[src/rtl/atm_pkg.sv]
// Shared definitions for the ATM terminal front end and the ATM core:
// FSM state encoding, menu codes, keypad codes, field widths and limits,
// and the request payload struct carried on the request handshake.
package atm_pkg;

  localparam int unsigned ACC_W  = 3;
  localparam int unsigned PIN_W  = 13;
  localparam int unsigned MENU_W = 3;
  localparam int unsigned AMT_W  = 16;
  localparam int unsigned BAL_W  = 16;
  localparam int unsigned KEY_W  = 4;

  localparam int unsigned PIN_MAX = 8191;
  localparam int unsigned AMT_MAX = 65535;

  // Menu codes shared with the core
  localparam logic [MENU_W-1:0] MENU_CHANGEPIN = 3'd4;
  localparam logic [MENU_W-1:0] MENU_WITHDRAW  = 3'd5;
  localparam logic [MENU_W-1:0] MENU_BALANCE   = 3'd6;
  localparam logic [MENU_W-1:0] MENU_DEPOSIT   = 3'd7;

  // Keypad control codes; digits are 0-9, 13-15 are ignored
  localparam logic [KEY_W-1:0] KEY_ENTER  = 4'd10;
  localparam logic [KEY_W-1:0] KEY_CANCEL = 4'd11;
  localparam logic [KEY_W-1:0] KEY_CLEAR  = 4'd12;

  typedef enum logic [2:0] {
    S_IDLE,
    S_GET_PIN,
    S_GET_LANG,
    S_GET_MENU,
    S_GET_AMOUNT,
    S_GET_NEWPIN,
    S_SEND,
    S_WAIT_RSP
  } state_t;

  // Transaction request payload
  typedef struct packed {
    logic [ACC_W-1:0]  acc_number;
    logic [PIN_W-1:0]  pin;
    logic [PIN_W-1:0]  new_pin;
    logic [MENU_W-1:0] menu_option;
    logic [AMT_W-1:0]  amount;
    logic              lan;
  } req_t;

endpackage

[src/rtl/atm_terminal_frontend_if.sv]
// Request/response bus between the terminal front end (master) and the
// ATM core (slave).
//   req, req_valid      : request payload and pending flag (master -> slave)
//   req_ready           : core accepts the request (slave -> master)
//   rsp_valid/error/bal : response strobe, error flag, balance (slave -> master)
interface atm_terminal_frontend_if;
  import atm_pkg::*;

  req_t             req;
  logic             req_valid;
  logic             req_ready;
  logic             rsp_valid;
  logic             rsp_error;
  logic [BAL_W-1:0] rsp_balance;

  modport master (
    output req, req_valid,
    input  req_ready, rsp_valid, rsp_error, rsp_balance
  );

  modport slave (
    input  req, req_valid,
    output req_ready, rsp_valid, rsp_error, rsp_balance
  );

endinterface

[src/rtl/atm_terminal_frontend_bcd_accumulator.sv]
// Decimal digit accumulator shared by all numeric entry fields.
//   value_in  : current value of the active field (muxed by the caller)
//   max_val   : largest legal value for the active field
//   digit     : decimal digit 0-9
//   load      : accept digit this cycle (bumps the digit count)
//   clear     : zero the digit count (priority over load)
//   result_c  : value_in*10 + digit, truncated to W bits
//   ovf_c     : result exceeds max_val
//   count     : digits accepted since the last clear/overflow
module bcd_accumulator #(
  parameter int unsigned W     = 16,
  parameter int unsigned CNT_W = 3
) (
  input  logic             clk,
  input  logic             rst,
  input  logic             clear,
  input  logic             load,
  input  logic [3:0]       digit,
  input  logic [W-1:0]     value_in,
  input  logic [W-1:0]     max_val,
  output logic [W-1:0]     result_c,
  output logic             ovf_c,
  output logic [CNT_W-1:0] count
);

  localparam int unsigned SUM_W = 17;

  logic [SUM_W-1:0] sum_c;

  // Digit counts are bounded upstream, so 17 bits never wraps
  assign sum_c    = SUM_W'(value_in) * SUM_W'(10) + SUM_W'(digit);
  assign ovf_c    = sum_c > SUM_W'(max_val);
  assign result_c = W'(sum_c);

  // An overflowing digit restarts the entry, so the count restarts too
  always_ff @(posedge clk) begin
    if (rst) begin
      count <= '0;
    end else if (clear) begin
      count <= '0;
    end else if (load) begin
      count <= ovf_c ? '0 : count + CNT_W'(1);
    end
  end

endmodule

[src/rtl/atm_terminal_frontend.sv]
// Customer-side initiator for the ATM core. Collects card and keypad input,
// builds one transaction request per session, hands it to the core over a
// valid/ready bus and latches the core's response for the display.
//   clk, rst              : clock, synchronous active-high reset
//   card_insert, card_acc : session start pulse and card account number
//   key_valid, key_code   : keypad strobe and code (0-9, ENTER, CANCEL, CLEAR)
//   lan_sel               : language switch, taken on ENTER in GET_LANG
//   bus                   : request/response bus (master side)
//   disp_balance/error    : latched response (error also set on timeout)
//   entry_error           : one-cycle pulse on a rejected entry
//   busy                  : session in progress
module atm_terminal_frontend
  import atm_pkg::*;
#(
  parameter int unsigned TIMEOUT_CYCLES = 1000,
  parameter int unsigned PIN_DIGITS     = 4,
  parameter int unsigned AMT_DIGITS     = 5
) (
  input  logic                    clk,
  input  logic                    rst,
  input  logic                    card_insert,
  input  logic [ACC_W-1:0]        card_acc,
  input  logic                    key_valid,
  input  logic [KEY_W-1:0]        key_code,
  input  logic                    lan_sel,
  atm_terminal_frontend_if.master bus,
  output logic [BAL_W-1:0]        disp_balance,
  output logic                    disp_error,
  output logic                    entry_error,
  output logic                    busy
);

  localparam int unsigned MAX_DIG = (PIN_DIGITS > AMT_DIGITS) ? PIN_DIGITS : AMT_DIGITS;
  localparam int unsigned CNT_W   = $clog2(MAX_DIG + 1);
  localparam int unsigned TMR_W   = $clog2(TIMEOUT_CYCLES + 1);

  state_t           state, state_nx;
  req_t             req_q, req_nx;
  logic             req_valid_q;
  logic [TMR_W-1:0] timer, timer_nx;
  logic [BAL_W-1:0] disp_bal_nx;
  logic             disp_err_nx;
  logic             err_nx;

  logic             dig_key, enter_key, clear_key, cancel_key;
  logic             in_entry, can_timeout, key_act;

  logic             acc_load, acc_clr, acc_clr_all;
  logic [AMT_W-1:0] acc_in, acc_max, acc_result, fld_val;
  logic             acc_ovf, fld_wr;
  logic [CNT_W-1:0] acc_count;

  assign dig_key    = key_valid && (key_code <= 4'd9);
  assign enter_key  = key_valid && (key_code == KEY_ENTER);
  assign clear_key  = key_valid && (key_code == KEY_CLEAR);
  assign cancel_key = key_valid && (key_code == KEY_CANCEL);

  assign in_entry    = state inside {S_GET_PIN, S_GET_LANG, S_GET_MENU, S_GET_AMOUNT, S_GET_NEWPIN};
  assign can_timeout = in_entry || (state == S_WAIT_RSP);
  // Codes 13-15 are not keys at all and do not count as activity
  assign key_act     = in_entry && key_valid && (key_code <= KEY_CLEAR);

  assign bus.req       = req_q;
  assign bus.req_valid = req_valid_q;

  // Route the active numeric field and its limit into the shared accumulator
  always_comb begin
    acc_in  = req_q.amount;
    acc_max = AMT_W'(AMT_MAX);
    case (state)
      S_GET_PIN: begin
        acc_in  = AMT_W'(req_q.pin);
        acc_max = AMT_W'(PIN_MAX);
      end
      S_GET_NEWPIN: begin
        acc_in  = AMT_W'(req_q.new_pin);
        acc_max = AMT_W'(PIN_MAX);
      end
      default: ;
    endcase
  end

  // Every field change of state starts the next field with zero digits
  assign acc_clr_all = acc_clr || (state_nx != state);

  bcd_accumulator #(
    .W     (AMT_W),
    .CNT_W (CNT_W)
  ) u_acc (
    .clk      (clk),
    .rst      (rst),
    .clear    (acc_clr_all),
    .load     (acc_load),
    .digit    (key_code),
    .value_in (acc_in),
    .max_val  (acc_max),
    .result_c (acc_result),
    .ovf_c    (acc_ovf),
    .count    (acc_count)
  );

  // State register
  always_ff @(posedge clk) begin
    if (rst) state <= S_IDLE;
    else     state <= state_nx;
  end

  // Next state, field updates, display and timeout
  always_comb begin
    state_nx    = state;
    req_nx      = req_q;
    disp_bal_nx = disp_balance;
    disp_err_nx = disp_error;
    err_nx      = 1'b0;
    acc_load    = 1'b0;
    acc_clr     = 1'b0;
    fld_wr      = 1'b0;
    fld_val     = '0;

    case (state)
      S_IDLE: begin
        if (card_insert) begin
          req_nx            = '0;
          req_nx.acc_number = card_acc;
          state_nx          = S_GET_PIN;
        end
      end

      S_GET_PIN, S_GET_NEWPIN: begin
        if (dig_key) begin
          if (acc_count < CNT_W'(PIN_DIGITS)) begin
            acc_load = 1'b1;
            err_nx   = acc_ovf;
            fld_wr   = 1'b1;
            fld_val  = acc_ovf ? '0 : acc_result;
          end
        end else if (enter_key) begin
          if (acc_count == CNT_W'(PIN_DIGITS)) begin
            state_nx = (state == S_GET_PIN) ? S_GET_LANG : S_SEND;
          end else begin
            err_nx  = 1'b1;
            acc_clr = 1'b1;
            fld_wr  = 1'b1;
          end
        end else if (clear_key) begin
          acc_clr = 1'b1;
          fld_wr  = 1'b1;
        end
      end

      S_GET_LANG: begin
        if (enter_key) begin
          req_nx.lan = lan_sel;
          state_nx   = S_GET_MENU;
        end
      end

      S_GET_MENU: begin
        if (dig_key) begin
          if (key_code == {1'b0, MENU_CHANGEPIN}) begin
            req_nx.menu_option = MENU_CHANGEPIN;
            state_nx           = S_GET_NEWPIN;
          end else if (key_code == {1'b0, MENU_WITHDRAW}) begin
            req_nx.menu_option = MENU_WITHDRAW;
            state_nx           = S_GET_AMOUNT;
          end else if (key_code == {1'b0, MENU_BALANCE}) begin
            req_nx.menu_option = MENU_BALANCE;
            state_nx           = S_SEND;
          end else if (key_code == {1'b0, MENU_DEPOSIT}) begin
            req_nx.menu_option = MENU_DEPOSIT;
            state_nx           = S_GET_AMOUNT;
          end else begin
            err_nx = 1'b1;
          end
        end
      end

      S_GET_AMOUNT: begin
        if (dig_key) begin
          if (acc_count < CNT_W'(AMT_DIGITS)) begin
            acc_load = 1'b1;
            err_nx   = acc_ovf;
            fld_wr   = 1'b1;
            fld_val  = acc_ovf ? '0 : acc_result;
          end
        end else if (enter_key) begin
          // An empty amount is rejected rather than sent
          if (acc_count != '0) state_nx = S_SEND;
          else                 err_nx   = 1'b1;
        end else if (clear_key) begin
          acc_clr = 1'b1;
          fld_wr  = 1'b1;
        end
      end

      S_SEND: begin
        if (bus.req_ready) state_nx = S_WAIT_RSP;
      end

      S_WAIT_RSP: begin
        if (bus.rsp_valid) begin
          disp_bal_nx = bus.rsp_balance;
          disp_err_nx = bus.rsp_error;
          req_nx      = '0;
          state_nx    = S_IDLE;
        end
      end

      default: state_nx = S_IDLE;
    endcase

    if (fld_wr) begin
      case (state)
        S_GET_PIN:    req_nx.pin     = PIN_W'(fld_val);
        S_GET_NEWPIN: req_nx.new_pin = PIN_W'(fld_val);
        default:      req_nx.amount  = fld_val;
      endcase
    end

    if (in_entry && cancel_key) begin
      req_nx   = '0;
      state_nx = S_IDLE;
    end

    // Timeout only trips on a cycle where nothing else happened
    if (can_timeout && !key_act && (state_nx == state) &&
        (timer == TMR_W'(TIMEOUT_CYCLES - 1))) begin
      req_nx      = '0;
      disp_err_nx = 1'b1;
      state_nx    = S_IDLE;
    end

    if (!can_timeout || key_act || (state_nx != state)) timer_nx = '0;
    else                                                 timer_nx = timer + TMR_W'(1);
  end

  // Request fields, display and status registers
  always_ff @(posedge clk) begin
    if (rst) begin
      req_q        <= '0;
      req_valid_q  <= 1'b0;
      timer        <= '0;
      disp_balance <= '0;
      disp_error   <= 1'b0;
      entry_error  <= 1'b0;
      busy         <= 1'b0;
    end else begin
      req_q        <= req_nx;
      req_valid_q  <= (state_nx == S_SEND);
      timer        <= timer_nx;
      disp_balance <= disp_bal_nx;
      disp_error   <= disp_err_nx;
      entry_error  <= err_nx;
      busy         <= (state_nx != S_IDLE);
    end
  end

endmodule

[src/flat_wrapper.sv]
// flat-port wrapper written by rule: the top's interface ports become plain ports
module atm_terminal_frontend_flat import atm_pkg::*;
#(
  parameter int unsigned TIMEOUT_CYCLES = 1000,
  parameter int unsigned PIN_DIGITS     = 4,
  parameter int unsigned AMT_DIGITS     = 5
)
  (clk, rst, card_insert, card_acc, key_valid, key_code, lan_sel, disp_balance, disp_error, entry_error, busy, bus_req, bus_req_valid, bus_req_ready, bus_rsp_valid, bus_rsp_error, bus_rsp_balance);
  atm_terminal_frontend_if bus_i ();
  input  logic clk;
  input  logic rst;
  input  logic card_insert;
  input  logic [ACC_W-1:0] card_acc;
  input  logic key_valid;
  input  logic [KEY_W-1:0] key_code;
  input  logic lan_sel;
  output logic [BAL_W-1:0] disp_balance;
  output logic disp_error;
  output logic entry_error;
  output logic busy;
  output wire logic [$bits(bus_i.req)-1:0] bus_req;
  output wire logic [$bits(bus_i.req_valid)-1:0] bus_req_valid;
  input wire logic [$bits(bus_i.req_ready)-1:0] bus_req_ready;
  input wire logic [$bits(bus_i.rsp_valid)-1:0] bus_rsp_valid;
  input wire logic [$bits(bus_i.rsp_error)-1:0] bus_rsp_error;
  input wire logic [$bits(bus_i.rsp_balance)-1:0] bus_rsp_balance;
  assign bus_req = bus_i.req;
  assign bus_req_valid = bus_i.req_valid;
  assign bus_i.req_ready = bus_req_ready;
  assign bus_i.rsp_valid = bus_rsp_valid;
  assign bus_i.rsp_error = bus_rsp_error;
  assign bus_i.rsp_balance = bus_rsp_balance;
  atm_terminal_frontend #(.TIMEOUT_CYCLES(TIMEOUT_CYCLES), .PIN_DIGITS(PIN_DIGITS), .AMT_DIGITS(AMT_DIGITS)) u_core (.clk(clk), .rst(rst), .card_insert(card_insert), .card_acc(card_acc), .key_valid(key_valid), .key_code(key_code), .lan_sel(lan_sel), .bus(bus_i), .disp_balance(disp_balance), .disp_error(disp_error), .entry_error(entry_error), .busy(busy));
endmodule
[config.mk]
export PLATFORM = sky130hd
export DESIGN_NAME = atm_terminal_frontend_flat
export DESIGN_NICKNAME = d
export VERILOG_FILES = /design/src/rtl/atm_pkg.sv /design/src/rtl/atm_terminal_frontend_if.sv /design/src/rtl/atm_terminal_frontend_bcd_accumulator.sv /design/src/rtl/atm_terminal_frontend.sv /design/src/flat_wrapper.sv
export SDC_FILE = /design/constraint.sdc
export NUM_CORES = 1
export LEC_CHECK = 0
export BUFFER_PORTS_ARGS = -buffer_cell sky130_fd_sc_hd__buf_2
export CAP_MARGIN = 5
export CORE_ASPECT_RATIO = 1.1
export CORE_UTILIZATION = 45
export CTS_CLUSTER_SIZE = 8
export DETAILED_ROUTE_END_ITERATION = 10
export GPL_ROUTABILITY_DRIVEN = 1
export PLACE_DENSITY = 0.73
export REMOVE_ABC_BUFFERS = 1
export SETUP_SLACK_MARGIN = 0.4
export SLEW_MARGIN = 15
export SYNTH_ARGS = -nofsm -noshare
export SYNTH_HDL_FRONTEND = slang
export SYNTH_SLANG_ARGS = --single-unit
[constraint.sdc]
create_clock -name clk -period 7.6 [get_ports clk]
set_input_delay 1.52 -clock clk [delete_from_list [all_inputs] [get_ports clk]]
set_output_delay 1.52 -clock clk [all_outputs]
set_load 0.02 [all_outputs]
**After elaboration in Yosys (flattened, before gate mapping)**

Index checks and enable logic that the tools add are counted.

- Equal/unequal tests: 24
- Reductions and logical operators: 34
- Bitwise logic cells: 0
- Shifts and indexed selects: 0
- Multipliers: 1
- Add/subtract/negate cells: 3
- Div/mod/pow operators: 0
- $lt $le $gt $ge: 5
- Multiplexer cells: 76

Operators by type and width:

| kind | count |
|---|---|
| $mux W16 | 8 |
| $mux W49 | 2 |
| $pmux W16 S2 | 3 |
| $mux W3 | 24 |
| $pmux W29 S2 | 1 |
| $mux W1 | 28 |
| $mux W13 | 2 |
| $mux W26 | 1 |
| $pmux W3 S7 | 1 |
| $eq A3 B3 Y1 const B | 6 |
| $add A17 B4 Y17 | 1 |
| $gt A17 B16 Y1 | 1 |
| $eq A4 B3 Y1 const B | 4 |
| $mul A16 B3 Y16 const B | 1 |
| $eq A4 B4 Y1 const B | 3 |
| $reduce_bool A3 Y1 | 4 |
| $add A10 B1 Y10 const B | 1 |
| $eq A10 B10 Y1 const B | 1 |
| $logic_and A1 B1 Y1 | 10 |
| $pmux W3 S3 | 1 |
| $le A4 B4 Y1 const B | 2 |
| $eq A3 B2 Y1 const B | 2 |
| $lt A3 B3 Y1 const B | 2 |
| $pmux W1 S2 | 3 |
| other kinds (19) | 31 |

- Memories kept: 0
- Bits in latches: 0
- Bits in writable memories: 0
- Memory bits (read-only): 0
- Bits in registers: 85

**Depth between registers and ports, before layout**

Gate-level depths: netlist of run 1.

- Depth after elaboration: 15
- Depth in mapped cells: 27
- Gate-level depth less buffers: 23

**Cells and area by module**

A second synthesis of run 1 with hierarchy kept.

- Cell total of the unflattened synthesis: 681
- Area total of the unflattened synthesis: 5597.9 um^2

Modules (own cells, without submodules):

| module | cells an instance | area each (um^2) | instances | sequential area each (um^2) |
|---|---|---|---|---|
| atm_terminal_frontend | 466 | 3848.7 | 1 | 1641.6 |
| bcd_accumulator | 215 | 1749.2 | 1 | 60.1 |

**Worst setup path after synthesis of run 1**

No wires, ideal clock.

- Path kind: register to register
- Start point: register u_core.state[2]
- End point: register u_core.u_acc.count[0]
- Period minus slack after synthesis: 5.824 ns
- Path slack: 1.776 ns
- Data arrival time: 5.754 ns
- Setup time: 0.070 ns
- Cell stages (with the launch flop): 26
- Path through: dfxtp_1 -> clkbuf_1 -> buf_1 -> clkbuf_1 -> mux2i_1 -> o21ai_0 -> ha_1 -> ha_1 -> inv_1 -> fa_1 -> nor2b_1 -> o22ai_2 -> xor2_2 -> nor3_1 -> nand4_1 -> nor2_1 -> nand3b_1 -> xnor2_1 -> ha_1 -> nand4_1 -> nor3b_1 -> nand4_1 -> a221oi_4 -> a41oi_4 -> or4_1 -> a21boi_1

- Longest elaborated chain between the ends: 14

RTL lines:

| element | line | text |
|---|---|---|
| start: declaration | atm_terminal_frontend.sv:37 | `state_t state, state_nx;` |
| start signal: assignment | atm_terminal_frontend.sv:105 | `else state <= state_nx;` |
| parallel branches: the longest is 14 deep, another holds $add A17 B4 Y17 | -- |  |
| end signal: assignment | atm_terminal_frontend_bcd_accumulator.sv:42 | `count <= ovf_c ? '0 : count + CNT_W'(1);` |
| end: declaration | atm_terminal_frontend_bcd_accumulator.sv:23 | `output logic [CNT_W-1:0] count` |

Several ways; the timed one is not identified.
A chain may end at the register's enable or synchronous reset.

**Final worst setup path of run 1**

- Start point: register u_core.state[1]
- End point: register u_core.req_q, in the netlist u_core.bus.req[15]

- Longest elaborated chain between the ends: 11

RTL lines:

| element | line | text |
|---|---|---|
| $eq A3 B3 Y1 (tied with other cells) | -- |  |
| $pmux W16 S2 (tied with other cells) | atm_terminal_frontend.sv:70 | `case (state)` |
| $mul A16 B3 Y16 (tied with other cells) | atm_terminal_frontend_bcd_accumulator.sv:31 | `assign sum_c = SUM_W'(value_in) * SUM_W'(10) + SUM_W'(digit);` |
| $add A17 B4 Y17 (tied with other cells) | atm_terminal_frontend_bcd_accumulator.sv:31 |  |
| $gt A17 B16 Y1 (tied with other cells) | atm_terminal_frontend_bcd_accumulator.sv:32 | `assign ovf_c = sum_c > SUM_W'(max_val);` |
| $mux W16 or $pmux W3 S7 (tied branches) | atm_terminal_frontend.sv:135, atm_terminal_frontend.sv:184, atm_terminal_frontend.sv:120 |  |
| $mux W16 (tied with other cells) | atm_terminal_frontend.sv:180 | `if (acc_count < CNT_W'(AMT_DIGITS)) begin` |
| $mux W16 (tied with other cells) | atm_terminal_frontend.sv:179 | `if (dig_key) begin` |
| $pmux W16 S2 or $logic_and A1 B1 Y1 (tied branches) | atm_terminal_frontend.sv:120, atm_terminal_frontend.sv:226 |  |
| $mux W16 or $logic_and A1 B1 Y1 (tied branches) | atm_terminal_frontend.sv:213, atm_terminal_frontend.sv:226 |  |
| $mux W16 or $reduce_or A3 Y1 (tied branches) | -- |  |
| end signal: assignment | atm_terminal_frontend.sv:248 | `req_q <= req_nx;` |
| end: declaration | atm_terminal_frontend.sv:38 | `req_t req_q, req_nx;` |

Parallel ways exist; a longest one is shown, timed or not.

==> results list, run 1 <==
- The run finished with clean final reports.
- Clock-pin slew was measured on the worst setup and hold paths at 0.06 ns.
- At the pin with the least slew margin, the transition time is 1.25 ns.
* Average footprint of a synthesized cell: 8.68 um2
- The completed layout was analyzed and its total power is 935 uW.
- Fill cells in the final layout number 1028.
* Leakage component of the power: 2.60 nW
* Post-layout net count: 735
- Global routing finished with a remaining overflow of 0.
- Count of yosys warnings during synthesis: 0
- Width of the chip: 103 um
- Wire length the detailed router placed on met1: 5360 um
- Comb pwr share: 6.6%
- Summed over all failing endpoints, the final setup total negative slack is 0 ns.
- Dividing the final minimum period by the clock period gives 85.4%.
- The internal power of the cells totals 710 uW.
- Io pins: 100
- Among all stages on the critical path, the largest delay is contributed by sky130_fd_sc_hd__dfxtp_1.
- The critical path is of the reg -> reg type.
* Starting Density: 46.0%
- DRC marker count from the first detailed-route iteration: 142
- Switching power: 224 uW
- The number of global-route vias before repair was 4369.
* Post-CTS Setup Bufs: 0
- Leading cell types in the layout, fill and taps excluded: sky130_fd_sc_hd__buf_2, sky130_fd_sc_hd__dfxtp_1, sky130_fd_sc_hd__nand2_1
* Height of the die: 113 um
- Fraction of registers with async set/reset: 0%
- The clock network is responsible for 45.0% of the overall power.
* Non-filler cells in the finished layout: 820
- The tool flagged a number of max-cap violations equal to 0.
- Routability-driven placement finished with a final weighted congestion of 0.846.
- Of all cell types, the one taking the most synthesized area is sky130_fd_sc_hd__dfxtp_1.
- The worst setup path is launched from a flop.
* Endpoints failing hold: 0
- Htree depth: 3
- Flop-to-flop setup slack: 1.11 ns
- On the worst path, the slowest cell contributes a delay of 0.75 ns.
- Maximum fanout encountered on the critical timing path: 21
* Post-route DRC: 0
- Critical path cell sequence: nand2b_1 -> buf_4 -> o21ai_0 -> ha_1 -> ha_1 -> inv_1 -> fa_1 -> nor2b_1 -> o22ai_2 -> xor2_2 -> nor3_1 -> nand4_1 -> nor2_1 -> nand3b_1 -> xnor2_1 -> ha_1 -> nand4_1 -> nor3b_1 -> nand4_1 -> a221oi_4 -> a41oi_4 -> nor3_4 -> a32o_1
- From synthesis to final layout, the design area changed by 18.2%.
* Number of buffers on the longest clock path: 2
- The library cell used most frequently in the layout, excluding fill and tap cells, is sky130_fd_sc_hd__buf_2.
- Summing all flip-flop and latch instances after layout gives 1700 um2.
* Port Buffer Count: 99
* Power Density: 158 nW/um2
* Flop and latch count out of synthesis: 85
* Routed wire length on met3: 681 um
- Number of distinct library cells after synthesis: 61
- The multi-input combinational cells in the finished layout cover a total of 3140 um2.
- The clock drives 85 sinks.
- Element type at the critical path end: flop
* Max Used Layer: met4
- After synthesis, the largest area contributor takes up 33.9% of total cell area.
* Die area: 11600 um2
* Peak supply drop: 0.108 mV
- Max Transition Viols Final: 0
* Diode insertion count for antenna repair: 0
* Row count: 40
- Class of the tightest hold or removal check: reg -> reg
- Tightest slew margin relative to the limit: 16.4%
- Synthesis produced a netlist whose cell count is 578.
- Dividing the detail-routed wire length by the instance count gives 15.6 um.
- Data on the critical path is required at its endpoint by 7.89 ns.
- The tree is rooted in a sky130_fd_sc_hd__clkbuf_16.
- The synthesized design contains 0 enable-type register cells.
* Netlist area before placement: 5020 um2
- Data arrival, critical path: 6.78 ns
- Clock latency at the later pin of the worst-skew pair: 0.35 ns
- Static timing analysis puts the maximum clock frequency at 154 MHz.
- Layout Skew: 0.00477 ns
- Number of cells in the design after placement: 804
* Length of the first detailed-routing pass in iterations: 5
* Sequential share of the synthesized area: 33.9%
* Met2 routed wirelength: 6400 um
- Switching fraction of total power: 24.0%
- Cell types with the largest area share after synthesis: sky130_fd_sc_hd__dfxtp_1, sky130_fd_sc_hd__ha_1, sky130_fd_sc_hd__a32o_1
* Post-DP HPWL: 9610 um
- Dividing the detail-routed via count by the number of cells gives 5.61.
- For this block, the via count after detailed routing is 4603.
* Ys flop type: sky130_fd_sc_hd__dfxtp_1
* Number of clock buffers inserted by TritonCTS: 9
- The number of antenna violations at the first check in global routing is 0.
- Sequential fraction of design power: 48.4%
* All-layer global routing usage: 22.6%
* Wire length of the first global-routing pass: 20300 um
- RSZ-0062 raised after global routing: no
* TritonCTS clock tree: done
* Total Routed Length: 12800 um
- Fraction of final layout cells sized beyond drive strength 1: 20.4%
- Final setup violating endpoints: 0
- Post-route minimum period: 6.49 ns
- Remaining number of nets flagged by the antenna check after routing: 0
- Entering global routing, the biggest net connects 27 pins.
- Area of the core: 10900 um2
-- stage by stage --
step	hold WS [ns]	area [um2]	utilization [%]	worst slack, ns
floorplan	0.426	4900	-	2.01
global placement	0.439	5640	51.7	1.31
detailed placement	0.443	5640	51.7	1.03
CTS	0.452	5930	54.3	1.01
global route	0.468	5930	54.4	0.540
finish	0.452	5930	54.4	1.11
-- worst max-delay path: cells and delay by family, from the launching register on --
family	cells	cell delay, ns
AOI/OAI and AO/OA	5	1.09
xor gates and xnor gates	2	0.36
adders and majority gates	4	1.24
buffers and inverters	2	0.37
DFF	1	0.75
and+or+nand+nor	10	2.62
-- cells by family after synthesis --
logic type	synth area share (%)
buf+inv	3.54
mux	3.24
compound gates	23.5
xor+xnor	6.26
fa+ha+maj	9.27
flops	33.9
simple gates	20.2
-- synthesized netlist by cell type, types with 9 or more instances --
cell / instances
sky130_fd_sc_hd__and2_1: 12
sky130_fd_sc_hd__nor2b_1: 10
sky130_fd_sc_hd__a22o_1: 13
sky130_fd_sc_hd__nand2_1: 71
sky130_fd_sc_hd__xnor2_1: 19
sky130_fd_sc_hd__clkbuf_1: 22
sky130_fd_sc_hd__nor2_1: 43
sky130_fd_sc_hd__a21o_1: 11
sky130_fd_sc_hd__inv_1: 16
sky130_fd_sc_hd__a21oi_1: 31
sky130_fd_sc_hd__xor2_1: 15
sky130_fd_sc_hd__mux2i_1: 14
sky130_fd_sc_hd__nand2b_1: 12
sky130_fd_sc_hd__o21ai_0: 27
sky130_fd_sc_hd__nand3_1: 11
sky130_fd_sc_hd__dfxtp_1: 85
sky130_fd_sc_hd__ha_1: 34
sky130_fd_sc_hd__a32o_1: 30
sky130_fd_sc_hd__nor3_1: 9
-- path summary, 6_finish.rpt --
kind                                 from                       to  cells after the start
setup reg to reg          u_core.state[1]       u_core.bus.req[15]                     23
setup / recovery          u_core.state[1]       u_core.bus.req[15]                     23
hold reg to reg   u_core.disp_balance[10]  u_core.disp_balance[10]                      2
hold / removal    u_core.disp_balance[10]  u_core.disp_balance[10]                      2
-- layout make-up --
| cell class | instances | area share (%) |
|---|---|---|
| timing repair buffer | 107 | 9.37 |
| sequential | 85 | 28.7 |
| clock inverter | 4 | 0.549 |
| clock buffer | 12 | 4.32 |
| multi-input combinational | 449 | 52.9 |
| tap | 147 | 3.10 |
| inverter | 16 | 1.01 |
-- registers in the layout, indices dropped and copies added (netlist names) --
name and count:
u_core.disp_balance 16, u_core.busy 1, u_core.entry_error 1, u_core.timer 10
u_core.disp_error 1, u_core.u_acc.count 3, u_core.state 3, u_core.bus.req 49
u_core.bus.req_valid 1
-- routing by layer --
layer	vias to the layer above	GRT usage [%]
met4	0	11.2
met1	2140	24.9
met2	138	40.0
li1	2299	-
met3	26	5.31
met5	-	0
-- power by group through the flow --
stage | logic, mW | clock network, mW | registers, mW
after CTS | 0.0618 | 0.431 | 0.452
after global placement | 0.0600 | 0 | 0.461
after floorplan | 0.0310 | 0 | 0.463
after detailed placement | 0.0616 | 0 | 0.462
final | 0.0620 | 0.421 | 0.452
after global routing | 0.0680 | 0.454 | 0.452
-- what timing repair did --
action / 4_1_cts / 5_1_grt
hold endpoints to repair: 0 / 0
hold buffers: 0 / 0
gates resized for setup: 0 / 1
setup endpoints to repair: 0 / 8
(Power assumes the default switching activity.)
==> run 2, diff against run 1 <==
--- a/config.mk
+++ b/config.mk
@@ -5,14 +5,14 @@
 export SDC_FILE = /design/constraint.sdc
 export NUM_CORES = 1
 export LEC_CHECK = 0
+export ABC_AREA = 1
 export BUFFER_PORTS_ARGS = -buffer_cell sky130_fd_sc_hd__buf_2
 export CAP_MARGIN = 5
-export CORE_ASPECT_RATIO = 1.1
 export CORE_UTILIZATION = 45
 export CTS_CLUSTER_SIZE = 8
 export DETAILED_ROUTE_END_ITERATION = 10
 export GPL_ROUTABILITY_DRIVEN = 1
-export PLACE_DENSITY = 0.73
+export PLACE_DENSITY = 0.72
 export REMOVE_ABC_BUFFERS = 1
 export SETUP_SLACK_MARGIN = 0.4
 export SLEW_MARGIN = 15
==> run 2 against run 1 <==
  * Sequential share of layout area shrank 2.7 points
  * Sequential power grew 2%
  * Global-route usage grew 1.8 points
  * Wire length grew 23%
  * Highest routed layer unchanged
  * Cell count grew 35%
==> results list, run 2 <==
- Result of the run: completed
- The clock net in this run drives a total of 85 sinks.
- Placed instance area: 6220 um2
- Counting distinct cell types in the post-synthesis netlist gives 48.
- The synthesized design spends more area on one cell type than any other, namely sky130_fd_sc_hd__dfxtp_1.
- Counting instances, the worst hold path has a depth of 1.
- Root buffer selected by CTS: sky130_fd_sc_hd__clkbuf_16
- Routed wire per std cell: 14.2 um
- The worst hold path begins at u_core.timer[0].
- The analysis attributes to cell leakage a power of 3.11 nW.
- The worst pin sits at a relative slew slack of 40.7%.
- Adder and majority gate portion of the synthesized area: 8.17%
* Via-per-instance ratio: 5.39
* Length of the first detailed-routing pass in iterations: 7
* Kind of launch point of the worst setup path: flop
* Layout Skew: 0.00686 ns
- Height of the die: 115 um
- R2r startpoint: u_core.state[0]
- Final core utilization: 53.8%
* Leading cell types in the layout, fill and taps excluded: sky130_fd_sc_hd__nand2_1, sky130_fd_sc_hd__nor2_1, sky130_fd_sc_hd__buf_2
* Number of instances in the synthesized netlist: 859
* Post-DP HPWL: 11600 um
* Width of the chip: 115 um
- Post-CTS Setup Bufs: 0
- Number of buffers on the longest clock path: 2
- At the pin with the least slew margin, the transition time is 0.886 ns.
* Count of cells along the worst register-to-register path: 35
* Fraction of final layout cells sized beyond drive strength 1: 17.0%
* Peak supply drop: 0.160 mV
* Most common library cell in the layout ignoring fill and taps: sky130_fd_sc_hd__nand2_1
- Largest net degree at the start of global routing: 48
- Largest register FFs: 49
- TNS Setup: 0 ns
- Sequential share of the synthesized area: 29.9%
* Crit path required time: 7.87 ns
* Period utilisation layout: 80.4%
* Max-Cap Viols: 0
- Among cell families on the critical path, the largest total delay comes from simple AND/OR/NAND/NOR gates.
- Class of the tightest hold or removal check: reg -> reg
- Most repeated cell in the gate-level netlist after synthesis: sky130_fd_sc_hd__nand2_1
* Row count: 40
* Post-route DRC: 0
- In this run the worst setup path begins at u_core.state[0].
* Vias after detailed routing: 5980
* Post-route minimum period: 6.11 ns
- Non-filler cells in the finished layout: 1109
- The worst register-to-register path has a setup slack of 1.49 ns.
- Compared with the post-synthesis result, the final layout area differs by 14.7%.
- Worst-path clk slew: 0.06 ns
* Starting Density: 46.9%
- Number of cells in the design after placement: 1093
- Counting both buffers and inverters, the worst setup path holds a total of 5.
- The cell area that synthesis handed to floorplanning was 5700 um2.
- Area of the core: 12200 um2
- The number of antenna diodes in the final layout is 0.
- The share of synthesized area in the top cell type comes to 29.9%.
- Worst setup path class: reg -> reg
- The clock reaches the later pin of the worst-skew pair after 0.35 ns.
- For this run, the total global-route usage over all layers was measured as 24.4%.
- Ys flop type: sky130_fd_sc_hd__dfxtp_1
- Number of clock buffers inserted by TritonCTS: 9
- Io pins: 100
- Number of antenna violations at the first check in global routing: 0
* Max Transition Viols Final: 0
- Maximum fanout encountered on the critical timing path: 45
- Counting flops with an async set or reset pin after synthesis yields a share of 0%.
- The number of hold-slack violations in the final timing report is 0.
* DRC marker count from the first detailed-route iteration: 531
- Area share of xor/xnor cells in the synthesized design: 1.67%
* TritonCTS clock tree: done
* Htree depth: 3
* Remaining number of nets flagged by the antenna check after routing: 0
* Number of global-route vias before repair: 5404
- Setup violations remaining at the end of the flow were counted as 0.
- At the end of the flow, the number of nets in the layout was 1003.
- Number of cells upsized or downsized after cts: 0
- After synthesis, the cell types taking the most area are sky130_fd_sc_hd__dfxtp_1, sky130_fd_sc_hd__nand2_1, sky130_fd_sc_hd__nor2_1.
* Data arrival, critical path: 6.38 ns
- Commonest cells post-synth: sky130_fd_sc_hd__nand2_1, sky130_fd_sc_hd__nor2_1, sky130_fd_sc_hd__nand3_1
- Terminus of the critical flop-to-flop path: u_core.bus.req[45]
- Die area: 13100 um2
- Port Buffer Count: 99
- Total Routed Length: 15700 um
* Cell with the biggest individual delay on the critical path: sky130_fd_sc_hd__inv_1
* Count of filler cells inserted in the layout: 1263
* Area fraction in compound gates after synthesis: 12.0%
- Number of hold buffers added after cts: 0
- The portion of synthesized area spent on multiplexers is 0%.
- Share of synthesized cell area in and, or, nand and nor gates: 38.0%
- Element type at the critical path end: flop
* Combinational family with the most area after synthesis: simple AND/OR/NAND/NOR gates
* Placer congestion estimate: 0.903
- Crit path largest cell delay: 0.70 ns
- Number of synthesized flops with an enable pin: 0
- Count of yosys warnings during synthesis: 0
- Final non-filler cell area: 6540 um2
- Dividing the synthesized area by the synthesized cell count gives 6.64 um2.
- After global routing the overflow that remains totals 0.
* Endpoint of the worst hold path: u_core.timer[0]
- RSZ-0062 raised after global routing: no
- Counting flops and latches in the post-synthesis netlist gives 85.
* Power Density: 196 nW/um2
- Timing would allow up to 164 MHz.
- The first global-routing pass estimated 25700 um of wire.
run 2: worst max path at each step:
stage,cells past startpoint,slack (ns),to
finish,35,1.49,u_core.bus.req[45]
detailed placement,35,1.55,u_core.bus.req[45]
CTS,35,1.55,u_core.bus.req[45]
global placement,36,1.67,u_core.entry_error
floorplan,37,2.19,u_core.entry_error
global route,35,0.96,u_core.bus.req[14]
run 2: where the power goes:
group	switching, mW	internal (mW)
Combinational	0.242	0.105
Sequential	0.00655	0.452
Clock	0.188	0.289
run 2: area by class of cell:
class	instances	area [um2]	area share, %
clock buffers	9	225	3.44
clock inverters	7	97.6	1.49
inverters	100	375	5.74
multi-input cells	638	3410	52.2
flip-flops and latches	85	1700	26.0
well taps	168	210	3.21
repair buffers	102	518	7.92
run 2: through the flow:
step | total power, mW | hold WS [ns] | setup WS [ns]
3_5_place_dp | 0.813 | 0.444 | 1.55
6_report | 1.28 | 0.449 | 1.49
2_1_floorplan | 0.719 | 0.418 | 2.19
5_1_grt | 1.35 | 0.463 | 0.963
3_3_place_gp | 0.809 | 0.430 | 1.67
4_1_cts | 1.29 | 0.453 | 1.55
run 2: cells by family after synthesis:
logic type               Yosys count
AO/OA/AOI/OAI                    121
XOR/XNOR                          10
adder cells (fa/ha/maj)           36
buffers and inverters            136
flip-flops                        85
AND/OR/NAND/NOR                  471
run 2: per-layer routing:
layer | track usage (%) | vias up | share of wire, %
li1 | - | 3035 | -
met1 | 31.0 | 2749 | 46
met2 | 41.5 | 178 | 47
met3 | 4.18 | 18 | 5.3
met4 | 8.92 | 0 | 1.8
met5 | 0 | - | 0
